## config.mk

```make
export PLATFORM = sky130hd
export DESIGN_NAME = byte_scan_ctrl
export DESIGN_NICKNAME = d
export VERILOG_FILES = /design/src/rtl/byte_scan_ctrl.sv
export SDC_FILE = /design/constraint.sdc
export NUM_CORES = 1
export LEC_CHECK = 0
export ABC_AREA = 0
export CAP_MARGIN = 20
export CORE_ASPECT_RATIO = 2
export CORE_UTILIZATION = 62
export CTS_BUF_LIST = sky130_fd_sc_hd__clkbuf_4 sky130_fd_sc_hd__clkbuf_8 sky130_fd_sc_hd__clkbuf_16
export DETAILED_ROUTE_END_ITERATION = 12
export PLACE_DENSITY = 0.8
export SLEW_MARGIN = 10
export SYNTH_ARGS = -nofsm -noshare
export SYNTH_HDL_FRONTEND = slang
export SYNTH_SLANG_ARGS = --single-unit
```

## constraint.sdc

```tcl
create_clock -name clk -period 5.1 [get_ports clk]
set_clock_uncertainty 0.1 [all_clocks]
set_input_delay 1.02 -clock clk [delete_from_list [all_inputs] [get_ports clk]]
set_output_delay 1.02 -clock clk [all_outputs]
set_load 0.05 [all_outputs]
```

## src/rtl/byte_scan_ctrl.sv

```systemverilog
// byte_scan_ctrl
// Owns a small bank of byte entries loaded from the board switches and
// chooses which entry drives the two-digit hex display. Key pulses load an
// entry, clear the bank, or start/stop an automatic scroll through the
// valid entries.
//
// Ports:
//   clk       system clock, all state changes on the rising edge
//   rst_n     synchronous active-low reset
//   load_p    one-cycle pulse: store sw into the next free entry
//   clr_p     one-cycle pulse: clear the whole bank
//   run_p     one-cycle pulse: toggle between EDIT and RUN
//   sw        switch byte sampled on load_p
//   disp      byte to display (mem[disp_idx], or 0 when the bank is empty)
//   disp_idx  index of the displayed entry
//   count     number of valid entries, 0..DEPTH
//   full      count == DEPTH
//   running   high while scrolling (RUN)
//   busy      high while the bank is being cleared (CLEAR)
module byte_scan_ctrl #(
   parameter int DEPTH    = 4,
   parameter int TICK_DIV = 50_000_000
) (
   input  logic                       clk,
   input  logic                       rst_n,
   input  logic                       load_p,
   input  logic                       clr_p,
   input  logic                       run_p,
   input  logic [7:0]                 sw,
   output logic [7:0]                 disp,
   output logic [$clog2(DEPTH)-1:0]   disp_idx,
   output logic [$clog2(DEPTH):0]     count,
   output logic                       full,
   output logic                       running,
   output logic                       busy
);

   localparam int AW = $clog2(DEPTH);
   localparam int CW = AW + 1;
   localparam int TW = $clog2(TICK_DIV);

   typedef enum logic [1:0] {EDIT, RUN, CLEAR} state_t;

   state_t          state, state_next;
   logic [7:0]      mem [DEPTH];
   logic [AW-1:0]   wr_ptr;
   logic [AW-1:0]   cidx;
   logic [TW-1:0]   tick;

   logic do_load, do_start, do_stop, do_clr, run_step, tick_wrap, clr_done;

   // Next-state and action decode. Pulse priority is clr_p > load_p > run_p;
   // a pulse that cannot act (load into a full bank, run on an empty bank)
   // does not block a lower-priority one.
   always_comb begin
      state_next = state;
      do_load    = 1'b0;
      do_start   = 1'b0;
      do_stop    = 1'b0;
      do_clr     = 1'b0;
      run_step   = 1'b0;
      tick_wrap  = 1'b0;
      clr_done   = 1'b0;
      case (state)
         EDIT: begin
            if (clr_p) begin
               do_clr     = 1'b1;
               state_next = CLEAR;
            end else if (load_p && !full) begin
               do_load = 1'b1;
            end else if (run_p && count != '0) begin
               do_start   = 1'b1;
               state_next = RUN;
            end
         end
         RUN: begin
            if (clr_p) begin
               do_clr     = 1'b1;
               state_next = CLEAR;
            end else if (run_p) begin
               do_stop    = 1'b1;
               state_next = EDIT;
            end else begin
               run_step  = 1'b1;
               tick_wrap = (tick == TW'(TICK_DIV - 1));
            end
         end
         CLEAR: begin
            clr_done = (cidx == AW'(DEPTH - 1));
            if (clr_done) state_next = EDIT;
         end
         default: state_next = EDIT;
      endcase
   end

   always_ff @(posedge clk) begin
      if (!rst_n) begin
         state    <= EDIT;
         wr_ptr   <= '0;
         count    <= '0;
         disp_idx <= '0;
         tick     <= '0;
         cidx     <= '0;
         for (int i = 0; i < DEPTH; i++) mem[i] <= 8'h00;
      end else begin
         state <= state_next;

         if (do_clr) begin
            // count drops at entry so the display blanks for the whole clear
            count <= '0;
            tick  <= '0;
            cidx  <= '0;
         end

         if (do_load) begin
            mem[wr_ptr] <= sw;
            wr_ptr      <= wr_ptr + AW'(1);
            count       <= count + CW'(1);
            disp_idx    <= wr_ptr;
         end

         if (do_start) begin
            disp_idx <= '0;
            tick     <= '0;
         end

         if (do_stop) tick <= '0;

         if (run_step) begin
            if (tick_wrap) begin
               tick <= '0;
               // wrap the scroll at the last valid entry, not at DEPTH-1
               if ({1'b0, disp_idx} == count - CW'(1)) disp_idx <= '0;
               else                                    disp_idx <= disp_idx + AW'(1);
            end else begin
               tick <= tick + TW'(1);
            end
         end

         if (state == CLEAR) begin
            mem[cidx] <= 8'h00;
            cidx      <= cidx + AW'(1);
            if (clr_done) begin
               cidx     <= '0;
               count    <= '0;
               wr_ptr   <= '0;
               disp_idx <= '0;
            end
         end
      end
   end

   assign disp    = (count != '0) ? mem[disp_idx] : 8'h00;
   assign full    = (count == CW'(DEPTH));
   assign running = (state == RUN);
   assign busy    = (state == CLEAR);

endmodule

```

== Yosys cells after proc, flatten, opt, wreduce, memory -nomap -nowiden ==
Memories as Yosys holds them, arrays and structs flattened. A register that Yosys moved wholly into a read port is not among the register bits.
Cells that the tools add are included.
Operators by class
  add/sub/neg operators: 6
  $mul: 0
  divide/modulo/power cells: 0
  $lt $le $gt $ge: 0
  eq/ne operators: 10
  shift-type cells: 0
  muxes and demuxes: 63
  bitwise gates (word level): 0
  reduce and logical (&&, ||, !) cells: 11
Operators by type and width (count)
  26-bit two-way mux: 5
  2-bit two-way mux: 22
  1-bit two-way mux: 28
  26-bit by 1-bit adder with 26-bit output, second input constant: 1
  26-bit equality test, second input constant: 1
  8-bit two-way mux: 3
  8-bit OR reduction: 2
  3-bit two-way mux: 4
  3-bit != test, second input constant: 3
  2-bit by 1-bit adder with 2-bit output, second input constant: 3
  2-bit case mux with 3 select lines: 1
  2-bit equality test, second input constant: 2
  4-bit AND reduction: 1
  4-bit nonzero test: 1
  3-bit by 1-bit adder with 3-bit output, second input constant: 1
  2-bit by 3-bit equality test with 1-bit output: 1
  3-bit equality test, second input constant: 1
  3-bit nonzero test: 1
  3-bit by 1-bit subtractor with 3-bit output, second input constant: 1
  2-bit by 1-bit equality test with 1-bit output, second input constant: 1
  1-bit logical AND: 2
  2-bit zero test: 1
  2-bit by 1-bit != test with 1-bit output, second input constant: 1
  2-bit nonzero test: 1
  2 further kinds: 2
Storage, ports and cells
  register bits: 37
  bits in latches: 0
  RAM bits: 32
  bits in read-only memories: 0
  input port bits: 13
  output and inout bits: 16
  word-level logic and storage cells: 97
  memories: 1
Memory list
  mem: depth 4, width 8, read ports 1, clocked after memory_dff 1, write ports 4, line 45  | logic [7:0] mem [DEPTH];

== Longest topological paths before layout ==
  depth in word-level cells: 13
  gate-level depth with buffers: 8
  gate-level depth less buffers: 7

== Worst setup path after synthesis ==
OpenSTA, ideal clock, no wires.
  kind: register to output
  start: reg disp_idx[0] (netlist name)
  end: out disp[2]
  arrival time: 1.907 ns
  data required time: 3.980 ns
  path slack: 2.073 ns
  cell stages (with the launch flop): 4
  path buffers: 1
  cells stage by stage: dfxtp_1 buf_2 mux4_2 and2_1
RTL lines
  end: declaration: line 30  | output logic [7:0] disp,

==> key figures <==
Worst setup path
  • R2R Setup Slk: 2.32 ns
  • Critical path's largest stage delay: 0.80 ns
  • CP required: 3.98 ns
  • Crit path kind: register to output pin
  • CP Max Fanout: 14
  • Slowest cell on the critical path: dfxtp_1
  • Crit end category: output pin
  • Crit path DAT: 2.62 ns
  • Startpoint type of the worst setup path: register
  • Cells along the critical path: mux4_2 > and2_1 > clkdlybuf4s50_1

Clock tree
  • Worst-path clk slew: 0.08 ns
  • H-tree depth: 3
  • Clk buf depth: 2
  • Post-CTS sizing: 0
  • Clk root buf: clkbuf_8
  • CTS sink count: 69
  • CTS tree: yes
  • Total CTS buffers: 9
  • Clock Latency Late Sink: 0.36 ns
  • Hold-fix buffers, CTS: 0
  • Setup bufs post-CTS: 0

Synth
  • Part of the Yosys area used for sequential elements: 0.484
  • Synth top cells by count: nand2_1 (47), nor2_1 (44), dfxtp_1 (37)
  • Mapped Area: 0.00352 mm2
  • Avg Cell Area, Syn: 9.74 um2
  • Unique masters post-synth: 57
  • Post-synth EDFFs: 32
  • Ys Warns: 0
  • Main synth FF type: dfxtp_1
  • Leading area contributor after synthesis: edfxtp_1
  • Fraction of post-synthesis cell area in the top cell type by area: 0.273
  • Synth async-reset ratio: 0
  • Top cells by area, synth: edfxtp_1 (27%), dfxtp_1 (21%), mux4_2 (5.1%)
  • Register bit total from synthesis: 69
  • Post-Syn Instances: 361
  • Syn nets: 379
  • Count leader, synth: nand2_1

Floorplan
  • DIE HEIGHT: 109 um
  • Die ar.: 0.00600 mm2
  • Starting Density: 0.649
  • Num rows: 38
  • Core Footprint: 0.00542 mm2
  • DIE WIDTH: 55.3 um
  • I/O pins: 29

Cells and area
  • Final core occ: 0.739
  • Register area: 0.00170 mm2
  • Layout Nets: 402
  • Layout cells sized above 1: 0.0874
  • FILL cells: 398
  • Area growth syn-to-layout: 13.8%
  • Ant. Diodes: 0
  • Multi-input gate area: 0.00167 mm2

Place
  • DPL Wire Length: 5690 um
  • Port bufs: 28
  • GP Congestion: 0.853

Timing
  • RSZ-0062 raised after global routing: false
  • Fin crit share: 0.733
  • Max-slew violations: 0
  • Finish-stage setup viols: 0
  • Max-slew headroom: 0.265
  • Final worst path period need: 3.74 ns
  • Least-Margin Pin Slew: 1.09 ns
  • Setup TNS: 0 ns
  • Final Hold Vio Count: 0
  • Highest clock rate: 267 MHz

Global routing
  • Grt total ovfl: 0
  • Largest net degree at the start of global routing: 43
  • Vias in the first global route: 2766
  • Total GRT Usage: 0.285
  • Initial antenna violation count: 0
  • First-pass GRT wire length: 13000 um

Run
  • Number of max-cap violations: 0

Power
  • PwrDens: 296 mW/mm2
  • Leak Pwr: 1.42 nW
  • VDD IR max: 307 uV

Drt
  • Via-per-instance ratio: 6.16
  • Router iterations before antenna repair: 4
  • Vias: 2766
  • DR iter-0 viols: 146
  • Final wirelength: 7740 um
  • WL per Instance: 17.2 um
  • ANT nets after route: 0
  • DRC: 0

Hold path
  • Hold Crit Class: register to register

Run status
  • Status: finished, final reports clean
## layer usage
metal  vias up  share of wire  wire length, um  GRT usage
met1      1324           0.38             2910      0.297
met3        21          0.027              208     0.0514
met2        56           0.56             4350      0.531
met4         0          0.035              272      0.157
met5         -              0                0          0
li1       1365              -                -          -
## kinds of logic after synthesis
group	synth area share
buffers and inverters	0.0416
AND/OR/NAND/NOR	0.241
flip-flops	0.484
adder cells (fa/ha/maj)	0.0178
AO/OA/AOI/OAI	0.127
XOR/XNOR	0.0174
multiplexers	0.0715
## state kept, by name (all words and copies together), names as in the netlist
signal / cells
cidx: 2
count: 3
disp_idx: 2
state: 2
wr_ptr: 2
tick: 26
mem: 32
## worst max-delay path, delay by kind of cell (launching register included)
family        cells  cell delay (ns)
mux               1             0.59
flops             1             0.80
buf+inv           1             0.70
simple gates      1             0.18
## area by class of cell
cell class | instances | area share
Timing Repair Buffer | 28 | 0.0700
Sequential cell | 69 | 0.425
Tap cell | 60 | 0.0188
Clock inverter | 7 | 0.0225
Clock buffer | 9 | 0.0309
Multi-Input combinational cell | 259 | 0.417
Inverter | 17 | 0.0159
## power by group
part,internal (W),total [W],switching (W)
registers,0.000596,0.000607,0.0000112
logic,0.0000349,0.0000910,0.0000561
clock network,0.000272,0.000487,0.000215
## cell usage in the layout (no fill, tap or decap), types with 2 or more instances in the layout
master	Yosys	routed
a31oi_1	11	11
o21ai_0	9	9
and3_1	7	7
clkdlybuf4s50_1	0	28
nor4_1	3	3
mux4_2	8	8
bufinv_16	0	2
clkinvlp_4	0	2
dfxtp_1	37	37
nand4_1	4	4
and2_1	8	8
a211oi_1	3	3
nor4b_4	2	2
xor2_1	3	3
o21a_1	2	2
nor3_1	6	6
a21oi_1	22	22
nand3_1	19	19
and4_1	4	4
clkbuf_8	0	9
xnor2_1	4	4
clkinv_2	0	3
a22o_1	2	2
inv_1	17	17
nor2_1	44	44
edfxtp_1	32	32
o22ai_1	3	3
ha_1	5	5
nand2_1	47	47
a22oi_1	4	4
nand2b_1	6	6
mux2i_1	6	6
o211ai_1	2	2
## worst paths after layout
check / depth (start not counted) / endpoint / from
min: 1 / tick[22]$_SDFFE_PN0P_ / tick[22]$_SDFFE_PN0P_
min reg2reg: 1 / tick[22]$_SDFFE_PN0P_ / tick[22]$_SDFFE_PN0P_
max reg2reg: 6 / mem[3][2]$_DFFE_PP_ / count[0]$_SDFF_PN0_
max: 3 / disp[5] / disp_idx[0]$_SDFF_PN0_
## metrics by stage
stage | std cells | hold WS (ns) | area [um2] | setup WS (ns) | power, W
global placement | 433 | 0.361 | 3790 | 1.59 | 0.000706
finish | 449 | 0.379 | 4000 | 1.36 | 0.00119
global route | 449 | 0.394 | 4000 | 1.21 | 0.00122
CTS | 449 | 0.378 | 4000 | 1.32 | 0.00119
floorplan | 361 | 0.331 | 3520 | 2.07 | 0.000677
detailed placement | 433 | 0.363 | 3790 | 1.51 | 0.000710
Power figures use the tool's default switching activity.
